$ cat src/rtl/alu_mul_sequencer.sv
// LEGv8 MUL sequencer: computes the low WIDTH bits of a WIDTH x WIDTH product
// by shift-and-add, borrowing the EX-stage ALU for one add per iteration and
// stalling the pipeline until the product is ready.
module alu_mul_sequencer #(
  parameter int WIDTH = 64,
  parameter int CNT_W = 7
) (
  input  logic             clk,
  input  logic             reset,
  input  logic             start,
  input  logic [WIDTH-1:0] mcand,
  input  logic [WIDTH-1:0] mplier,
  input  logic [WIDTH-1:0] ex_A,
  input  logic [WIDTH-1:0] ex_B,
  input  logic [2:0]       ex_cntrl,
  output logic [WIDTH-1:0] alu_A,
  output logic [WIDTH-1:0] alu_B,
  output logic [2:0]       alu_cntrl,
  input  logic [WIDTH-1:0] alu_result,
  output logic             busy,
  output logic             stall,
  output logic             done,
  output logic [WIDTH-1:0] product
);

  localparam logic [2:0] ALU_ADD = 3'b010;

  typedef enum logic [1:0] {
    IDLE = 2'd0,
    RUN  = 2'd1,
    DONE = 2'd2
  } state_t;

  state_t           state;
  logic [WIDTH-1:0] m_reg;
  logic [WIDTH-1:0] q_reg;
  logic [WIDTH-1:0] acc;
  logic [CNT_W-1:0] cnt;
  logic             last_iter;

  // Stop once every remaining multiplier bit is zero or all WIDTH bits are consumed;
  // this gives max(1, msb index + 1) RUN cycles.
  assign last_iter = (cnt == CNT_W'(WIDTH - 1)) || ((q_reg >> 1) == '0);

  // Pipeline freezes for the whole multiply, including the cycle start is seen in IDLE.
  assign stall = busy || ((state == IDLE) && start);

  // ALU operand mux: sequencer owns the ALU only while in RUN.
  always_comb begin
    alu_A     = ex_A;
    alu_B     = ex_B;
    alu_cntrl = ex_cntrl;
    if (state == RUN) begin
      alu_A     = acc;
      alu_B     = q_reg[0] ? m_reg : '0;
      alu_cntrl = ALU_ADD;
    end
  end

  // Control FSM with shift-add datapath and registered busy/done/product.
  always_ff @(posedge clk or posedge reset) begin
    if (reset) begin
      state   <= IDLE;
      m_reg   <= '0;
      q_reg   <= '0;
      acc     <= '0;
      cnt     <= '0;
      product <= '0;
      busy    <= 1'b0;
      done    <= 1'b0;
    end else begin
      case (state)
        IDLE: begin
          done <= 1'b0;
          if (start) begin
            m_reg <= mcand;
            q_reg <= mplier;
            acc   <= '0;
            cnt   <= '0;
            busy  <= 1'b1;
            state <= RUN;
          end
        end
        RUN: begin
          acc   <= alu_result;
          m_reg <= m_reg << 1;
          q_reg <= q_reg >> 1;
          cnt   <= cnt + CNT_W'(1);
          if (last_iter) begin
            product <= alu_result;
            busy    <= 1'b0;
            done    <= 1'b1;
            state   <= DONE;
          end
        end
        DONE: begin
          done  <= 1'b0;
          state <= IDLE;
        end
        default: begin
          busy  <= 1'b0;
          done  <= 1'b0;
          state <= IDLE;
        end
      endcase
    end
  end

endmodule

$ cat config.mk
export PLATFORM = sky130hd
export DESIGN_NAME = alu_mul_sequencer
export DESIGN_NICKNAME = d
export VERILOG_FILES = /design/src/rtl/alu_mul_sequencer.sv
export SDC_FILE = /design/constraint.sdc
export NUM_CORES = 1
export LEC_CHECK = 0
export CAP_MARGIN = 20
export CORE_AREA = 4 4 203 205
export DETAILED_ROUTE_END_ITERATION = 6
export DIE_AREA = 0 0 207 209
export GPL_TIMING_DRIVEN = 1
export PLACE_DENSITY = 0.69
export SLEW_MARGIN = 15
export SYNTH_ARGS = -nofsm -noshare
export SYNTH_HDL_FRONTEND = slang
export SYNTH_SLANG_ARGS = --single-unit
$ cat constraint.sdc
create_clock -name clk -period 10.7 [get_ports clk]
set_input_delay 2.14 -clock clk [delete_from_list [all_inputs] [get_ports clk]]
set_output_delay 2.14 -clock clk [all_outputs]
set_load 0.02 [all_outputs]
* Yosys cells after proc, flatten, opt, wreduce, memory -nomap -nowiden *
Index checks and enable logic that the tools add are counted.

word-level totals
  register bits = 267
  latch bits = 0
  bits in writable memories = 0
  bits in read-only memories = 0
  output and inout port bits = 198
  word-level logic and storage cells = 45
  memories kept = 0

cells by class
  add/subtract/negate cells = 1
  multipliers = 0
  divide/modulo/power cells = 0
  $lt $le $gt $ge = 0
  equality and inequality tests = 5
  shift-type cells = 0
  multiplexer cells = 20
  bitwise gates (word level) = 1
  reductions and logical operators = 10

operator list
  kind                   count
  $mux W64               6
  $pmux W64 S2           3
  $logic_not A64 Y1      1
  $pmux W7 S2            1
  $add A7 B1 Y7 const B  1
  $eq A7 B6 Y1 const B   1
  $mux W7                1
  $reduce_and A2 Y1      3
  $mux W1                4
  $mux W2                2
  $ne A2 B2 Y1 const B   2
  $pmux W2 S2            1
  $mux W3                1
  $pmux W1 S3            1
  $reduce_and A3 Y1      1
  $eq A2 B1 Y1 const B   1
  $eq A2 B2 Y1 const B   1
  $logic_not A2 Y1       1
  $logic_or A1 B1 Y1     2
  $reduce_bool A2 Y1     1
  $logic_and A1 B1 Y1    1
  $not A1 Y1             1

* Longest topological paths before layout *
Gate-level depths: netlist of the first run.

  depth in word-level cells = 4
  depth in mapped cells = 9
  mapped depth without buffers = 6

* Least setup slack after synthesis of the first run *
OpenSTA, ideal clock, no wires.

  path type = input -> output
  start = in start
  end = out stall
  arrival = 2.881 ns
  data required time = 8.560 ns
  slack = 5.679 ns
  cell stages on the path = 4
  buffers on the path = 1
  cell sequence = nor2b_1 -> clkbuf_1 -> nor2b_1 -> or2_2

on the way
  cells in the longest elaborated chain, start to end = 2

RTL lines
  item                 RTL line  source
  start: declaration   10        input logic start,
  $logic_and A1 B1 Y1  46        assign stall = busy || ((state == IDLE) && start);
  $logic_or A1 B1 Y1   46
  end: declaration     21        output logic stall,

No other way between the ends.

* Final worst setup path of the first run *
Ends and elaborated chain as after synthesis.

==> results.toml, run 1 <==
[pwr]
power_frac_comb = 0.458
p_leak_nw = 9.56
max-vdd-ir-drop_mv = 0.145
p_per_area_nw_per_um2 = 234
power.net_switching_mw = 1.99
sw_frac_of_total = 0.401
seq_power_share = 0.322
p_int_mw = 2.97
clkPwrFrac = 0.220

[worst_setup_path]
critical-path-top-cell-by-count = "buf_4"
slowest_library_cell_on_the_worst_path = "clkdlybuf4s50_1"
timing.setup.critical_path_class = "input port to primary output"
worstPathMaxFanout = 25
rr_endpoint = "product[15]"
crit_required_ps = 8560
crit_path_cell_trace = "buf_4, nor2b_2, buf_4, nor2b_1, or2_2, clkdlybuf4s50_1"
r2r.worst_path.cells = 8
critPathLaunchType = "input port"
worstPathArrival_ps = 4070
timing.reg2reg.setup_slack_ps = 7340
worst_setup_path_end_kind = "primary output"
worst_path_largest_cell_delay_ps = 610
r2r-start = "cnt[0]"

[synth]
main_combinational_cell_family_by_area_after_synthesis = "simple AND/OR/NAND/NOR gates"
post-synth-top-count-cell = "nand2_1"
synthesis.yosys.warnings = 0
yosys.area.top_type_share = 0.449
ys_ff_latch = 267
netlist_top_cells_count = "nand2_1, dfrtp_1, o21ai_0"
simple_gate_share_of_the_synthesized_area = 0.267
synth_area_leader_cell = "dfrtp_1"
yosys-top-cells-area = "dfrtp_1, nand2_1, and3b_1, o211ai_2, o21ai_0"
ys_seq_area_frac = 0.449
mean_instance_size_in_the_synthesized_netlist_um2 = 8.35
synth_compound_area_frac = 0.227
synth.lib_cells_used.distinct = 38
post_synth_net_total = 2107
synth-adder-area-share = 0.000842
synth_edf_count = 0
synth_area_um2 = 14900
syn-instance-count = 1780
yosys_most_used_dff = "dfrtp_1"
parity_gate_share_of_the_synthesized_area_counting_xor_and_xnor_cells = 0
multiplexer_area_fraction_after_synthesis = 0
async_flop_share = 1.00

[placed_design]
numPortBuffers = 523
gp_congestion = 0.902
placedInstanceArea_um2 = 20200
place.detailed.instances = 2681
dp_hpwl_um = 35700

[detailed_routing]
drtIter0Drc = 1095
drc_violations = 0
wl_per_cell_um = 19.2
antenna_left = 0
drt_wl_total_um = 52500
vias_per_cell = 5.35
routed-via-count = 14600
drt_pre_antenna_iters = 5

[sta]
setup_total_negative_slack_ps = 0
slew_violations = 0
max_clock_freq_mhz = 161
rsz_0062_raised_after_global_routing = "no"
timing.clock.skew_ps = 23.6
setup_viol = 0
hold_viol = 0
slew_headroom = 0.310
fin_crit_sh = 0.581
post_layout_min_period_ps = 6210
timing_worst_slew_pin_value_ps = 1040

[cts]
clk_path_buf_depth = 3
clock_tree_root_driver_cell = "clkbuf_16"
numClockSinks = 267
tritoncts.num_buffers = 31
path_clk_slew_ps = 60
cts.repair_timing.setup_buffer_count = 0
number_of_buffers_inserted_by_hold_repair_at_cts = 0
cts.repair.resized = 0
worstSkewPairLatency_ps = 570
cts.htree.levels = 1
cts_tree = "built"

[floorplanning]
placementRows = 73
start_util = 0.377
fp.dieW_um = 207
design.core.area_um2 = 39500
floorplan.io_pins = 524
dieArea_um2 = 43300
floorplan.die.height_um = 209

[global_routing]
first_pass_grt_wire_length_um = 81500
globalRoute.totalOverflow = 0
grt_antenna_before_repair = 2
grt_pass1_vias = 14300
largest_net_degree_at_the_start_of_global_routing = 144
grt.total_usage = 0.228

[min_path]
min_path_type = "register to register"
source_of_the_worst_hold_timing_path = "acc[40]"
min_delay_path_depth = 2
worst_min_delay_path_endpoint = "acc[40]"

[status]
outcome = "completed"

[final_layout]
finish.cell_count_without_fillers = 2736
antenna_cells = 0
finish.net_count = 2516
drive_above_1_share = 0.0651
design_area_um2 = 21200
area_growth_pct = 42.8

[flow_run]
drv_cap = 0
==> worst max-delay path by stage <==
stage | from | endpoint | slack [ps] | cells past startpoint
after global placement | start | stall | 4550 | 6
after global routing | state[0] | alu_A[56] | 4400 | 5
after floorplan | reset | acc[0] | 1210 | 1
after CTS | start | stall | 4510 | 6
final | start | stall | 4490 | 6
after detailed placement | start | stall | 4520 | 6
==> per-stage QoR <==
step | hold WS [ps] | total power, mW | utilization | setup WS, ps
final | 481 | 4.96 | 0.538 | 4490
after global routing | 487 | 5.26 | 0.538 | 4400
after CTS | 480 | 5.00 | 0.538 | 4510
after detailed placement | 463 | 3.89 | 0.511 | 4520
after global placement | 459 | 3.84 | 0.511 | 4550
after floorplan | 446 | 2.89 | - | 1210
==> layer usage <==
layer  track usage  wire length [um]  share of wire  up-vias
li1              -                 -              -     6984
met1         0.291             21500           0.41     7106
met2         0.392             26100           0.50      486
met3        0.0561              3770          0.072       63
met4        0.0518              1100          0.021        2
met5             0                12        0.00023        -
==> worst max-delay path: cells and delay by family <==
family                 cells  cell delay, ps
AND/OR/NAND/NOR            3             780
buffers and inverters      3            1130
==> cells in the final DEF, fill, tap and decap left out, types with 2 or more instances in the layout <==
cell / n
a2bb2oi_1: 64
a21oi_1: 129
nor4_2: 2
dfrtp_1: 264
dfrtp_4: 2
nand2_1: 625
nand4_1: 3
o211ai_1: 68
bufinv_16: 3
a22oi_1: 23
nor2b_1: 25
nor4_1: 13
clkbuf_1: 6
clkdlybuf4s50_1: 522
a22o_1: 2
o211ai_2: 60
nand3_1: 65
clkinv_2: 3
and3_1: 2
or3_4: 2
buf_4: 18
and2_1: 2
and3b_1: 103
clkbuf_16: 31
o21ai_0: 135
clkbuf_8: 9
nor2_1: 4
buf_12: 2
clkinvlp_4: 2
nor3_1: 3
==> logic make-up after synthesis <==
family                   after synthesis
flip-flops                           267
AO/OA/AOI/OAI                        487
adder cells (fa/ha/maj)                1
AND/OR/NAND/NOR                      857
buffers and inverters                168
==> power by group through the flow <==
| stage | clock network, mW | registers (mW) | logic, mW |
|---|---|---|---|
| 3_5_place_dp | 0 | 1.60 | 2.29 |
| 4_1_cts | 1.11 | 1.59 | 2.29 |
| 2_1_floorplan | 0 | 1.52 | 1.37 |
| 5_1_grt | 1.15 | 1.64 | 2.47 |
| 6_report | 1.09 | 1.59 | 2.27 |
| 3_3_place_gp | 0 | 1.61 | 2.23 |
==> cell type report <==
| cell class | instances | area (um2) |
|---|---|---|
| timing repair buffer | 542 | 5400 |
| clock inverter | 9 | 129 |
| multi-input combinational | 1345 | 7410 |
| inverter | 2 | 15.0 |
| fill | 3638 | 18200 |
| tap | 525 | 657 |
| sequential | 267 | 6690 |
| clock buffer | 46 | 922 |
Power figures use the tool's default switching activity.
==> run 2: changes to the inputs <==
--- a/config.mk
+++ b/config.mk
@@ -6,11 +6,11 @@
 export NUM_CORES = 1
 export LEC_CHECK = 0
 export CAP_MARGIN = 20
-export CORE_AREA = 4 4 203 205
+export CORE_AREA = 4 4 199 201
 export DETAILED_ROUTE_END_ITERATION = 6
-export DIE_AREA = 0 0 207 209
+export DIE_AREA = 0 0 203 205
 export GPL_TIMING_DRIVEN = 1
-export PLACE_DENSITY = 0.69
+export PLACE_DENSITY = 0.74
 export SLEW_MARGIN = 15
 export SYNTH_ARGS = -nofsm -noshare
 export SYNTH_HDL_FRONTEND = slang
==> constraint.sdc (replaced) <==
create_clock -name clk -period 5.1 [get_ports clk]
set_input_delay 1.02 -clock clk [delete_from_list [all_inputs] [get_ports clk]]
set_output_delay 1.02 -clock clk [all_outputs]
set_load 0.02 [all_outputs]
==> run 2 against run 1 <==
  * Sequential share of layout area hardly changed
  * Global-route usage up 0.52 points
  * Die area fell by 3.8%
  * Clock skew decreased by 13 ps
  * Cell count down 0.48%
  * Largest cell class unchanged
  * Critical path depth unchanged
  * Non-clock buffer count up 4
  * Worst setup slack lost 3800 ps
==> results.toml, run 2 (synthesis gave the netlist of run 1 again) <==
[cts]
cts.repair.resized = 0
tritoncts.num_buffers = 29
worstSkewPairLatency_ps = 560
clk_path_buf_depth = 3
path_clk_slew_ps = 60
number_of_buffers_inserted_by_hold_repair_at_cts = 0
cts_tree = "built"
cts.repair_timing.setup_buffer_count = 0
clock_tree_root_driver_cell = "clkbuf_16"
cts.htree.levels = 1
numClockSinks = 267

[detailed_routing]
wl_per_cell_um = 19.0
drc_violations = 0
vias_per_cell = 5.38
drtIter0Drc = 986
drt_pre_antenna_iters = 4
routed-via-count = 14700
antenna_left = 0
drt_wl_total_um = 51800

[final_layout]
finish.net_count = 2518
layout_commonest_cell = "nand2_1"
commonest_non_fill_non_tap_cells_in_the_layout = "nand2_1, clkdlybuf4s50_1, dfrtp_1"
drive_above_1_share = 0.0646
area_growth_pct = 42.8
antenna_cells = 0
fillers = 3385

[sta]
rsz_0062_raised_after_global_routing = "no"
slew_violations = 0
post_layout_min_period_ps = 4360
fin_crit_sh = 0.856
timing_worst_slew_pin_value_ps = 1140
fin_ws_ps = 735
slew_headroom = 0.239
finalHoldWorstSlack_ps = 473
timing.clock.skew_ps = 10.6
setup_total_negative_slack_ps = 0
hold_viol = 0
setup_viol = 0
max_clock_freq_mhz = 229

[global_routing]
grt_antenna_before_repair = 3
globalRoute.totalOverflow = 0
largest_net_degree_at_the_start_of_global_routing = 235
grt_pass1_vias = 14400
first_pass_grt_wire_length_um = 79900
grt.total_usage = 0.233

[worst_setup_path]
worstPathArrival_ps = 3340
worstPathMaxFanout = 234
worst_setup_path_end_kind = "primary output"
timing.setup.critical_path_class = "register to primary output"
crit_required_ps = 4080
critPathLaunchType = "register"

[flow_run]
drv_cap = 0

[floorplanning]
dieArea_um2 = 41600
design.core.area_um2 = 37600
floorplan.io_pins = 524
start_util = 0.396
fp.dieW_um = 203
placementRows = 71
floorplan.die.height_um = 205

[placed_design]
dp_hpwl_um = 35800
place_worst_setup_slack_ps = 1280
numPortBuffers = 523
gp_congestion = 0.883

[pwr]
p_leak_nw = 9.57
max-vdd-ir-drop_mv = 0.329
p_per_area_nw_per_um2 = 487
total_power_mw = 10.3

[status]
outcome = "completed"

[min_path]
min_path_type = "register to register"
-- run 2: cell count changes in the layout (fill, tap and decap cells not counted) --
cell	change
buf_12	+6
buf_4	-2
bufinv_16	+1
clkbuf_1	+2
clkbuf_16	-2
clkbuf_8	-7
clkinv_2	+3
inv_16	+1
inv_6	-1
-- run 2: worst paths after layout --
check                           from     endpoint  slack [ps]  cells past startpoint
max                         state[0]    alu_A[41]         740                      6
min                          acc[47]      acc[47]         470                      2
max reg2reg                q_reg[52]  product[59]        2470                      6
min reg2reg                  acc[47]      acc[47]         470                      2
max in group asynchronous      reset    m_reg[51]        3440                      3
min in group asynchronous      reset      acc[58]        1020                      3
-- run 2: worst max-delay path: stages, from the launching register on --
cell	delay (ps)
dfrtp_4	420
buf_12	540
nand2b_4	540
buf_12	380
nand2_1	130
nand2_1	60
clkdlybuf4s50_1	550
-- run 2: final cells by class --
class | instances | area, um2 | share of cell area
clock buffer | 39 | 783 | 0.0369
timing repair buffer | 546 | 5510 | 0.259
sequential | 267 | 6690 | 0.315
clock inverter | 13 | 189 | 0.00890
multi-input combinational | 1345 | 7410 | 0.349
inverter | 2 | 11.3 | 0.000531
tap | 511 | 639 | 0.0301
-- run 2: report_power, final --
| group | leakage (nW) | switching [mW] | internal, mW |
|---|---|---|---|
| Combinational | 5.98 | 2.71 | 2.13 |
| Sequential | 3.11 | 0.578 | 2.75 |
| Clock | 0.477 | 0.885 | 1.29 |
-- run 2: routing by layer --
layer | part of all wire | GRT usage
met1 | 0.41 | 0.301
met2 | 0.49 | 0.401
met3 | 0.079 | 0.0507
met4 | 0.025 | 0.0541
met5 | 0.00075 | 0
-- run 2: through the flow --
stage / instances / util / instance area, um2
floorplan: 1780 / - / 14900
global placement: 2671 / 0.539 / 20300
detailed placement: 2671 / 0.539 / 20300
CTS: 2723 / 0.565 / 21200
global route: 2723 / 0.565 / 21200
finish: 2723 / 0.565 / 21200
